### src/rtl/ka_decode_dat_pipe_pkg.sv
// Shared types and the ctrl-field routing rule for the ka data decode pipe.
package ka_decode_pkg;

    localparam int unsigned CTRL_DROP = 0;

    typedef enum logic [1:0] {RT_DROP, RT_SK, RT_LK} route_e;
    typedef enum logic {HOLD_EMPTY, HOLD_FULL} hold_e;

    // ctrl is zero-extended into 32 bits; its top bit selects the long-key path.
    function automatic route_e ka_route(input logic [31:0] ctrl, input int unsigned ctrl_w);
        if (ctrl == 32'(CTRL_DROP)) return RT_DROP;
        if (ctrl[5'(ctrl_w - 1)]) return RT_LK;
        return RT_SK;
    endfunction

endpackage

### src/rtl/ka_decode_dat_pipe_if.sv
// Stream bundle: ka input beat plus the sk and lk output queues.
interface ka_decode_dat_pipe_if #(
    parameter int DATA_W = 196
);
    logic              t_ka_valid;
    logic              t_ka_ready;
    logic [DATA_W-1:0] t_ka_dat;
    logic              i_sk_valid;
    logic              i_sk_ready;
    logic [DATA_W-1:0] i_sk_dat;
    logic              i_lk_valid;
    logic              i_lk_ready;
    logic [DATA_W-1:0] i_lk_dat;

    modport slave (
        input  t_ka_valid, t_ka_dat, i_sk_ready, i_lk_ready,
        output t_ka_ready, i_sk_valid, i_sk_dat, i_lk_valid, i_lk_dat
    );

    modport master (
        output t_ka_valid, t_ka_dat, i_sk_ready, i_lk_ready,
        input  t_ka_ready, i_sk_valid, i_sk_dat, i_lk_valid, i_lk_dat
    );
endinterface

### src/rtl/ka_decode_dat_pipe_fifo.sv
// Synchronous FIFO with registered head; the caller only pushes when there is room.
module ka_decode_fifo #(
    parameter int DATA_W = 196,
    parameter int DEPTH  = 4
) (
    input  logic              clk,
    input  logic              reset,
    input  logic              i_push,
    input  logic [DATA_W-1:0] i_push_dat,
    output logic              o_full,
    input  logic              i_pop,
    output logic              o_valid,
    output logic [DATA_W-1:0] o_head
);
    localparam int AW = $clog2(DEPTH);

    logic [DATA_W-1:0] r_mem [DEPTH];
    logic [AW-1:0]     r_wr_ptr;
    logic [AW-1:0]     r_rd_ptr;
    logic [AW:0]       r_count;
    logic              w_pop;

    assign w_pop   = i_pop && (r_count != '0);
    assign o_full  = (r_count == (AW+1)'(DEPTH));
    assign o_valid = (r_count != '0);
    assign o_head  = r_mem[r_rd_ptr];

    always_ff @(posedge clk or posedge reset) begin
        if (reset) begin
            for (int i = 0; i < DEPTH; i++) r_mem[i] <= '0;
            r_wr_ptr <= '0;
            r_rd_ptr <= '0;
            r_count  <= '0;
        end else begin
            if (i_push) begin
                r_mem[r_wr_ptr] <= i_push_dat;
                r_wr_ptr        <= r_wr_ptr + AW'(1);
            end
            if (w_pop) r_rd_ptr <= r_rd_ptr + AW'(1);
            // Simultaneous push and pop leaves occupancy unchanged, even when full.
            case ({i_push, w_pop})
                2'b10:   r_count <= r_count + (AW+1)'(1);
                2'b01:   r_count <= r_count - (AW+1)'(1);
                default: r_count <= r_count;
            endcase
        end
    end
endmodule

### src/rtl/ka_decode_dat_pipe.sv
// Registered ka beat classifier: one hold stage feeding sk/lk output queues.
// Optional KA_DECODE_DAT_STATS_EN adds saturating route/drop counters with stat_clr.
module ka_decode_dat_pipe
    import ka_decode_pkg::*;
#(
    parameter int DATA_W = 196,
    parameter int CTRL_W = 4,
    parameter int DEPTH  = 4
) (
    input  logic                  clk,
    input  logic                  reset,
    ka_decode_dat_pipe_if.slave   bus,
    output logic [CTRL_W-1:0]     k_ctrl,
    output logic                  drop_pulse
`ifdef KA_DECODE_DAT_STATS_EN
    ,
    output logic [31:0]           stat_sk_cnt,
    output logic [31:0]           stat_lk_cnt,
    output logic [31:0]           stat_drop_cnt,
    input  logic                  stat_clr
`endif
);
    hold_e             r_state, w_state_nxt;
    logic [DATA_W-1:0] r_hold_dat;
    logic [CTRL_W-1:0] w_ctrl;
    route_e            w_route;
    logic              w_sk_full, w_lk_full, w_sk_room, w_lk_room;
    logic              w_drain, w_ready, w_accept;
    logic              w_sk_push, w_lk_push, w_drop;
    logic [CTRL_W-1:0] r_k_ctrl;
    logic              r_drop_pulse;

    assign w_ctrl  = r_hold_dat[DATA_W-1 -: CTRL_W];
    assign w_route = ka_route(32'(w_ctrl), CTRL_W);

    // A full queue still takes the held beat when its consumer pops this cycle.
    assign w_sk_room = !w_sk_full || bus.i_sk_ready;
    assign w_lk_room = !w_lk_full || bus.i_lk_ready;

    assign w_drain = (r_state == HOLD_FULL) &&
                     ((w_route == RT_DROP) ||
                      (w_route == RT_SK && w_sk_room) ||
                      (w_route == RT_LK && w_lk_room));

    assign w_sk_push = w_drain && (w_route == RT_SK);
    assign w_lk_push = w_drain && (w_route == RT_LK);
    assign w_drop    = w_drain && (w_route == RT_DROP);
    assign w_accept  = bus.t_ka_valid && w_ready;

    always_ff @(posedge clk or posedge reset) begin
        if (reset) r_state <= HOLD_EMPTY;
        else       r_state <= w_state_nxt;
    end

    always_comb begin
        w_state_nxt = r_state;
        w_ready     = 1'b0;
        case (r_state)
            HOLD_EMPTY: begin
                w_ready = 1'b1;
                if (bus.t_ka_valid) w_state_nxt = HOLD_FULL;
            end
            HOLD_FULL: begin
                w_ready = w_drain;
                if (w_drain && !bus.t_ka_valid) w_state_nxt = HOLD_EMPTY;
            end
            default: w_state_nxt = HOLD_EMPTY;
        endcase
    end

    assign bus.t_ka_ready = w_ready;

    always_ff @(posedge clk or posedge reset) begin
        if (reset) begin
            r_hold_dat   <= '0;
            r_k_ctrl     <= '0;
            r_drop_pulse <= 1'b0;
        end else begin
            if (w_accept) r_hold_dat <= bus.t_ka_dat;
            if (w_drain)  r_k_ctrl   <= w_ctrl;
            r_drop_pulse <= w_drop;
        end
    end

    assign k_ctrl     = r_k_ctrl;
    assign drop_pulse = r_drop_pulse;

    ka_decode_fifo #(.DATA_W(DATA_W), .DEPTH(DEPTH)) u_sk_fifo (
        .clk       (clk),
        .reset     (reset),
        .i_push    (w_sk_push),
        .i_push_dat(r_hold_dat),
        .o_full    (w_sk_full),
        .i_pop     (bus.i_sk_ready),
        .o_valid   (bus.i_sk_valid),
        .o_head    (bus.i_sk_dat)
    );

    ka_decode_fifo #(.DATA_W(DATA_W), .DEPTH(DEPTH)) u_lk_fifo (
        .clk       (clk),
        .reset     (reset),
        .i_push    (w_lk_push),
        .i_push_dat(r_hold_dat),
        .o_full    (w_lk_full),
        .i_pop     (bus.i_lk_ready),
        .o_valid   (bus.i_lk_valid),
        .o_head    (bus.i_lk_dat)
    );

`ifdef KA_DECODE_DAT_STATS_EN
    logic [31:0] r_sk_cnt, r_lk_cnt, r_drop_cnt;

    function automatic logic [31:0] sat_inc(input logic [31:0] cnt);
        return (cnt == 32'hFFFF_FFFF) ? cnt : cnt + 32'd1;
    endfunction

    always_ff @(posedge clk or posedge reset) begin
        if (reset) begin
            r_sk_cnt   <= '0;
            r_lk_cnt   <= '0;
            r_drop_cnt <= '0;
        end else if (stat_clr) begin
            r_sk_cnt   <= '0;
            r_lk_cnt   <= '0;
            r_drop_cnt <= '0;
        end else begin
            if (w_sk_push) r_sk_cnt   <= sat_inc(r_sk_cnt);
            if (w_lk_push) r_lk_cnt   <= sat_inc(r_lk_cnt);
            if (w_drop)    r_drop_cnt <= sat_inc(r_drop_cnt);
        end
    end

    assign stat_sk_cnt   = r_sk_cnt;
    assign stat_lk_cnt   = r_lk_cnt;
    assign stat_drop_cnt = r_drop_cnt;
`endif
endmodule
### src/flat_wrapper.sv
// flat-port wrapper written by rule: the top's interface ports become plain ports
module ka_decode_dat_pipe_flat import ka_decode_pkg::*;
#(
    parameter int DATA_W = 196,
    parameter int CTRL_W = 4,
    parameter int DEPTH  = 4
)
  (clk, reset, k_ctrl, drop_pulse, bus_t_ka_valid, bus_t_ka_dat, bus_i_sk_ready, bus_i_lk_ready, bus_t_ka_ready, bus_i_sk_valid, bus_i_sk_dat, bus_i_lk_valid, bus_i_lk_dat);
  ka_decode_dat_pipe_if #(.DATA_W(DATA_W)) bus_i ();
  input  logic clk;
  input  logic reset;
  output logic [CTRL_W-1:0] k_ctrl;
  output logic drop_pulse;
  input wire logic [$bits(bus_i.t_ka_valid)-1:0] bus_t_ka_valid;
  input wire logic [$bits(bus_i.t_ka_dat)-1:0] bus_t_ka_dat;
  input wire logic [$bits(bus_i.i_sk_ready)-1:0] bus_i_sk_ready;
  input wire logic [$bits(bus_i.i_lk_ready)-1:0] bus_i_lk_ready;
  output wire logic [$bits(bus_i.t_ka_ready)-1:0] bus_t_ka_ready;
  output wire logic [$bits(bus_i.i_sk_valid)-1:0] bus_i_sk_valid;
  output wire logic [$bits(bus_i.i_sk_dat)-1:0] bus_i_sk_dat;
  output wire logic [$bits(bus_i.i_lk_valid)-1:0] bus_i_lk_valid;
  output wire logic [$bits(bus_i.i_lk_dat)-1:0] bus_i_lk_dat;
  assign bus_i.t_ka_valid = bus_t_ka_valid;
  assign bus_i.t_ka_dat = bus_t_ka_dat;
  assign bus_i.i_sk_ready = bus_i_sk_ready;
  assign bus_i.i_lk_ready = bus_i_lk_ready;
  assign bus_t_ka_ready = bus_i.t_ka_ready;
  assign bus_i_sk_valid = bus_i.i_sk_valid;
  assign bus_i_sk_dat = bus_i.i_sk_dat;
  assign bus_i_lk_valid = bus_i.i_lk_valid;
  assign bus_i_lk_dat = bus_i.i_lk_dat;
  ka_decode_dat_pipe #(.DATA_W(DATA_W), .CTRL_W(CTRL_W), .DEPTH(DEPTH)) u_core (.clk(clk), .reset(reset), .bus(bus_i), .k_ctrl(k_ctrl), .drop_pulse(drop_pulse));
endmodule
### config.mk
export PLATFORM = sky130hd
export DESIGN_NAME = ka_decode_dat_pipe_flat
export DESIGN_NICKNAME = d
export VERILOG_FILES = /design/src/rtl/ka_decode_dat_pipe_pkg.sv /design/src/rtl/ka_decode_dat_pipe_if.sv /design/src/rtl/ka_decode_dat_pipe_fifo.sv /design/src/rtl/ka_decode_dat_pipe.sv /design/src/flat_wrapper.sv
export SDC_FILE = /design/constraint.sdc
export NUM_CORES = 2
export LEC_CHECK = 0
export CAP_MARGIN = 30
export CELL_PAD_IN_SITES_DETAIL_PLACEMENT = 0
export CELL_PAD_IN_SITES_GLOBAL_PLACEMENT = 1
export CORE_MARGIN = 2
export CORE_UTILIZATION = 45
export DETAILED_ROUTE_END_ITERATION = 8
export PLACE_DENSITY_LB_ADDON = 0.1
export SYNTH_ARGS = -nofsm -noshare
export SYNTH_HDL_FRONTEND = slang
export SYNTH_SLANG_ARGS = --single-unit
### constraint.sdc
create_clock -name clk -period 71.9 [get_ports clk]
set_input_delay 7.19 -clock clk [delete_from_list [all_inputs] [get_ports clk]]
set_output_delay 7.19 -clock clk [all_outputs]
set_load 0.05 [all_outputs]
==> Word-level counts from Yosys, hierarchy flattened <==
Index checks and enable logic that the tools add are counted.
{ "word_totals": {"reg_bits": 1784, "in_bits": 201, "output_inout_bits": 400, "word_cells": 95} }
{ "op_classes": {"add_sub_neg": 8, "magnitude_cmp": 6, "n_eq_ne": 8, "mux": 25, "n_bitwise": 5, "reduce_logical": 25} }
{ "op_table": {"columns": ["operator", "count"], "rows": [
  ["784-bit bitwise mux", 2],
  ["196-bit two-way mux", 6],
  ["196-bit binary-select mux with 2-bit select", 2],
  ["196-bit demux with 2-bit select", 2],
  ["3-bit >= comparator (second input constant)", 4],
  ["1-bit logical AND", 12],
  ["2-bit inverter with 3-bit output", 4],
  ["3-bit one-hot mux with 2 select lines", 2],
  ["2-bit by 1-bit adder with 2-bit output (second input constant)", 4],
  ["2-bit two-way mux", 4],
  ["3-bit by 1-bit adder with 3-bit output (second input constant)", 2],
  ["2-bit by 1-bit equality test with 1-bit output (second input constant)", 3],
  ["2-bit equality test (second input constant)", 3],
  ["3-bit equality test (second input constant)", 2],
  ["3-bit by 1-bit less-than comparator with 1-bit output (second input constant)", 2],
  ["3-bit nonzero test", 2],
  ["3-bit by 1-bit subtractor with 3-bit output (second input constant)", 2],
  ["1-bit two-way mux", 5],
  ["4-bit logical NOT", 1],
  ["1-bit logical OR", 4],
  ["1-bit one-hot mux with 2 select lines", 2],
  ["2-bit nonzero test", 2],
  ["1-bit logical NOT", 3],
  ["2-bit logical NOT", 1],
  ["1-bit inverter", 1]
]} }

==> Depth between registers and ports, before layout <==
{ "logic_depth": {"word_depth": 13, "mapped_depth": 10, "ltp_nobuf": 9} }

==> Hierarchy <==
Synthesis repeated with hierarchy kept, for this count alone.
{ "unflattened": {"cells_unflattened": 4307, "area_unflattened_um2": 78170.0} }
{ "modules_own_cells": {"columns": ["mod", "n_inst", "cells_each", "area_each_um2", "seq_area_each_um2"], "rows": [
  ["ka_decode_fifo (u_core.u_sk_fifo)", 1, 1931, 35038.6, 19794.0],
  ["ka_decode_fifo (u_core.u_lk_fifo)", 1, 1931, 34764.6, 19794.0],
  ["ka_decode_dat_pipe", 1, 445, 8366.8, 5054.8]
]} }

==> Least setup slack after synthesis <==
No wires, ideal clock.
{ "synth_timing": {"kind": "input to output", "startpoint": "in bus_i_sk_ready", "endpoint": "out bus_t_ka_ready", "arrival_time_ns": 8.116, "required_ns": 64.710, "slack_ns": 56.594, "path_stages": 3, "n_path_buf": 0, "cell_sequence": "nor4b_2 mux2_2 nand2_1"} }
{ "synth_via": {"elab_chain_len": 6} }
{ "synth_lines": {"columns": ["item", "line_no", "text"], "rows": [
  ["from (decl)", "flat_wrapper.sv:16", "input wire logic [$bits(bus_i.i_sk_ready)-1:0] bus_i_sk_ready;"],
  ["1-bit logical OR", "ka_decode_dat_pipe.sv:37", "assign w_sk_room = !w_sk_full || bus.i_sk_ready;"],
  ["1-bit logical AND", "ka_decode_dat_pipe.sv:42", "(w_route == RT_SK && w_sk_room) ||"],
  ["1-bit logical OR", "ka_decode_dat_pipe.sv:41", "((w_route == RT_DROP) ||"],
  ["1-bit logical OR", "ka_decode_dat_pipe.sv:42", null],
  ["1-bit logical AND", "ka_decode_dat_pipe.sv:40", "assign w_drain = (r_state == HOLD_FULL) &&"],
  ["1-bit one-hot mux with 2 select lines", "ka_decode_dat_pipe.sv:58", "case (r_state)"],
  ["to (decl)", "flat_wrapper.sv:18", "output wire logic [$bits(bus_i.t_ka_ready)-1:0] bus_t_ka_ready;"]
]} }
Every way passes these cells.

==> Worst setup path in the final report <==
{ "layout_timing": {"startpoint": "in bus_i_lk_ready", "endpoint": "out bus_t_ka_ready"} }
{ "layout_via": {"elab_chain_len": 5} }
{ "layout_lines": {"columns": ["item", "line_no", "text"], "rows": [
  ["from (decl)", "flat_wrapper.sv:17", "input wire logic [$bits(bus_i.i_lk_ready)-1:0] bus_i_lk_ready;"],
  ["1-bit logical OR", "ka_decode_dat_pipe.sv:38", "assign w_lk_room = !w_lk_full || bus.i_lk_ready;"],
  ["1-bit logical AND", "ka_decode_dat_pipe.sv:43", "(w_route == RT_LK && w_lk_room));"],
  ["1-bit logical OR", "ka_decode_dat_pipe.sv:42", null],
  ["1-bit logical AND", "ka_decode_dat_pipe.sv:40", null],
  ["1-bit one-hot mux with 2 select lines", "ka_decode_dat_pipe.sv:58", null]
]} }
Every way passes these cells.

==> summary.md <==
| Metric | Value |
|---|---|
| Avg Cell Area, Syn | approximately 18 um2 |
| Fillers | approximately 14,000 |
| Final min period | approximately 16 ns |
| Crit path cell chain | clkdlybuf4s50_1, nor4b_2, mux2_2, nand2_1, clkdlybuf4s50_1 |
| DRC | 0 |
| Seq/Total Area, Yosys | about three fifths |
| Max-Cap Viols | 0 |
| Max clock buf depth | 3 |
| Cell Area, Synth | approximately 76,000 um2 |
| Worst-margin pin slew | just over 1 ns |
| Num Clock Sinks | around 1,800 |
| Post-synthesis cell type count | 32 |
| Reg-to-Reg End | u_core.u_sk_fifo.r_mem[480] |
| Most numerous cell in the Yosys netlist | dfrtp_1 |
| Drt first pass iters | 5 |
| Pre-CTS setup slack | 55.52 ns |
| Post-CTS Hold Buffers | 0 |
| Dpl cell area | between 80,000 and 90,000 um2 |
| CP startpoint kind | input pin |
| Cts repair resizes | 0 |
| Vias post-DR | between 40,000 and 50,000 |
| Die H | between 400 and 500 um |
| Share of the synthesized area in the top cell type | 58.8% |
| Status | finished clean |
| Reg2reg path depth | 7 |
| Setup CP Type | input pin to primary output |
| Clk_lat worst skew | ~0.81 ns |
| Worst min-delay path startpoint | u_core.u_lk_fifo.r_mem[783] |
| Hold Vio Cnt, Final | 0 |
| Final wirelength | about 190 mm |
| Largest net degree at the start of global routing | roughly 180 |
| Initial DRC Count | 2,034 |
| H-tree Lvls | 4 |
| Num CTS Buffers | slightly below 200 |
| Layout cells sized above 1 | 42.0% |
| RR Startpoint | u_core.r_hold_dat[193] |
| Chip width | between 400 and 500 um |
| Post-route ant nets | 0 |
| CP peak stage delay | 0.72 ns |
| Clock transition at path regs | 0.05 ns |
| Crit-path most repeated cell | clkdlybuf4s50_1 |
| Number of synthesized flops with an enable pin | 0 |
| Gr usage total | a little under a quarter |
| Hold Crit Class | register to register |
| Core ar. | around 170,000 um2 |
| Design area | approximately 90,000 um2 |
| Top Ports | 601 |
| Total global routing overflow | 0 |
| Fin Setup TNS | 0 ns |
| Root Driver | clkbuf_16 |
| Peak Freq | approximately 0.06 GHz |
| Crit path max fanout | 4 |
| Asr flop ratio synth | 100% |
| Initial antenna violation count | 23 |
| RSZ-0062 raised after global routing | false |
| Die Area | 172,000 um2 |
| Setup bufs post-CTS | 0 |
| Min-Delay Path Depth | 1 |
| First-pass GRT wire length | a little under 300 mm |
| Nets@finish | 5,112 |
| Wire length per cell | between 20 and 30 um |
| Post-synth top cells | 1,784 x dfrtp_1, 1,335 x mux2_2, 418 x mux2_1 |
| WP data required | approximately 65 ns |
| FF-to-FF setup slack | 67.15 ns |
| WHS Endpoint | u_core.u_lk_fifo.r_mem[783] |
| CTS tree | built |
| GPL Wtd Cong | between 0.7 and 0.8 |
| Arr. time, crit path | approximately 9 ns |
| Hold_ws | 0.461 ns |
| Final worst setup slack | ~56 ns |
| Slowest-stage cell, CP | clkdlybuf4s50_1 |
| Yosys warnings | 0 |
| Endpoints failing setup | 0 |
| Area grow syn2layout | 18.8% |
| Synth area leader | dfrtp_1 |
| Crit. Startpoint | bus_i_lk_ready |
| Worst slew margin | between 30% and 40% |
| Part of the cycle the worst path needs | a little under a quarter |
| Row count | 150 |
| Initial Util | between 40% and 50% |
| Port bufs | 600 |
| Vias per inst | 5.56 |
| Synth Net Count | 4,520 |
| Top post-synthesis cells by area | dfrtp_1 59%, mux2_2 20%, mux4_2 12%, mux2_1 6.2%, buf_2 0.81% |
| CP Capture Type | primary output |
| Slew Viols, Final | 0 |
| Top_reg_cell synth | dfrtp_1 |
| Vias in the first global route | about 43,000 |
| Mapped Cells | 4,307 |
| Post-DP HPWL | 114 mm |
| Skew final | ~0.027 ns |
| Seq cells post-synth | between 1,500 and 2,000 |
[placed cells by master (no fill, tap or decap), types with 3 or more instances in the layout]
master           netlist  layout
dfrtp_1             1784    1780
mux2_2              1335    1335
clkdlybuf4s50_1        0     600
mux2_1               418     418
mux4_2               392     392
clkbuf_16              0     200
buf_4                 38      61
clkbuf_1              37      57
clkbuf_8               0      52
clkinv_2               0      30
inv_1                 14      13
buf_16                 0      12
bufinv_16              0      11
nand2_1               14      10
ha_1                  10      10
buf_12                 4       8
xnor2_1                6       6
xor2_1                 6       6
diode_2                0       5
nor2b_1                5       5
and2_4                 0       4
nand2_4                0       4
nand2b_1               4       4
o21ai_0                4       4
a22o_1                 4       4
dfrtp_4                0       4
and2_1                 7       3
a32o_1                 3       3
inv_6                  0       3
[how the worst max path moves through the flow]
stage                   endpoint  depth (start not counted)
2_1_floorplan  u_core.drop_pulse                          1
3_3_place_gp      bus_t_ka_ready                          5
3_5_place_dp      bus_t_ka_ready                          5
4_1_cts           bus_t_ka_ready                          5
5_1_grt           bus_t_ka_ready                          5
6_report          bus_t_ka_ready                          5
[critical path, delay by kind of cell]
kind | cells | cell delay, ns
AND/OR/NAND/NOR | 2 | 0.53
buffers and inverters | 2 | 1.16
multiplexers | 1 | 0.31
[cell type report]
type / instances / area [um2] / share of cell area, %
flip-flops and latches: 1784 / 44700 / 49.5
inverters: 14 / 60.1 / 0.0666
diodes: 5 / 12.5 / 0.0139
well taps: 2204 / 2760 / 3.06
clock inverters: 48 / 547 / 0.606
multi-input cells: 2224 / 29300 / 32.4
repair buffers: 681 / 6950 / 7.71
clock buffers: 309 / 5930 / 6.58
[registers in the layout, indices dropped and copies added, names as in the netlist]
name and flops:
u_core.u_sk_fifo.r_wr_ptr 2, u_core.r_state 1, u_core.u_lk_fifo.r_rd_ptr 2, u_core.u_sk_fifo.r_mem 784
u_core.k_ctrl 4, u_core.r_hold_dat 196, u_core.u_lk_fifo.r_mem 784, u_core.drop_pulse 1
u_core.u_lk_fifo.r_count 3, u_core.u_sk_fifo.r_rd_ptr 2, u_core.u_sk_fifo.r_count 3, u_core.u_lk_fifo.r_wr_ptr 2
[logic make-up after synthesis]
| kind of cell | count (synthesis) | share of synthesized area [%] |
|---|---|---|
| muxes | 2147 | 37.7 |
| DFF | 1784 | 58.8 |
| buffers and inverters | 299 | 2.70 |
| xor gates and xnor gates | 12 | 0.138 |
| and+or+nand+nor | 39 | 0.323 |
| AOI/OAI and AO/OA | 14 | 0.143 |
| adders and majority gates | 12 | 0.218 |
[per-layer routing]
metal / vias to the layer above / GRT usage [%] / part of all wire, %
met3: 263 / 4.84 / 4.3
met4: 24 / 5.90 / 2.3
li1: 17300 / - / -
met1: 22300 / 29.2 / 42
met2: 590 / 39.1 / 51
met5: - / 0 / 0.072
[through the flow]
step,util (%),std cells
final,53.9,7269
after global routing,53.9,7269
after CTS,53.7,7256
after detailed placement,49.9,6899
after global placement,49.8,6894
after floorplan,-,4307
Power is not shown: default switching activity piles up to over one toggle a cycle in this logic, so the estimate is an artifact.
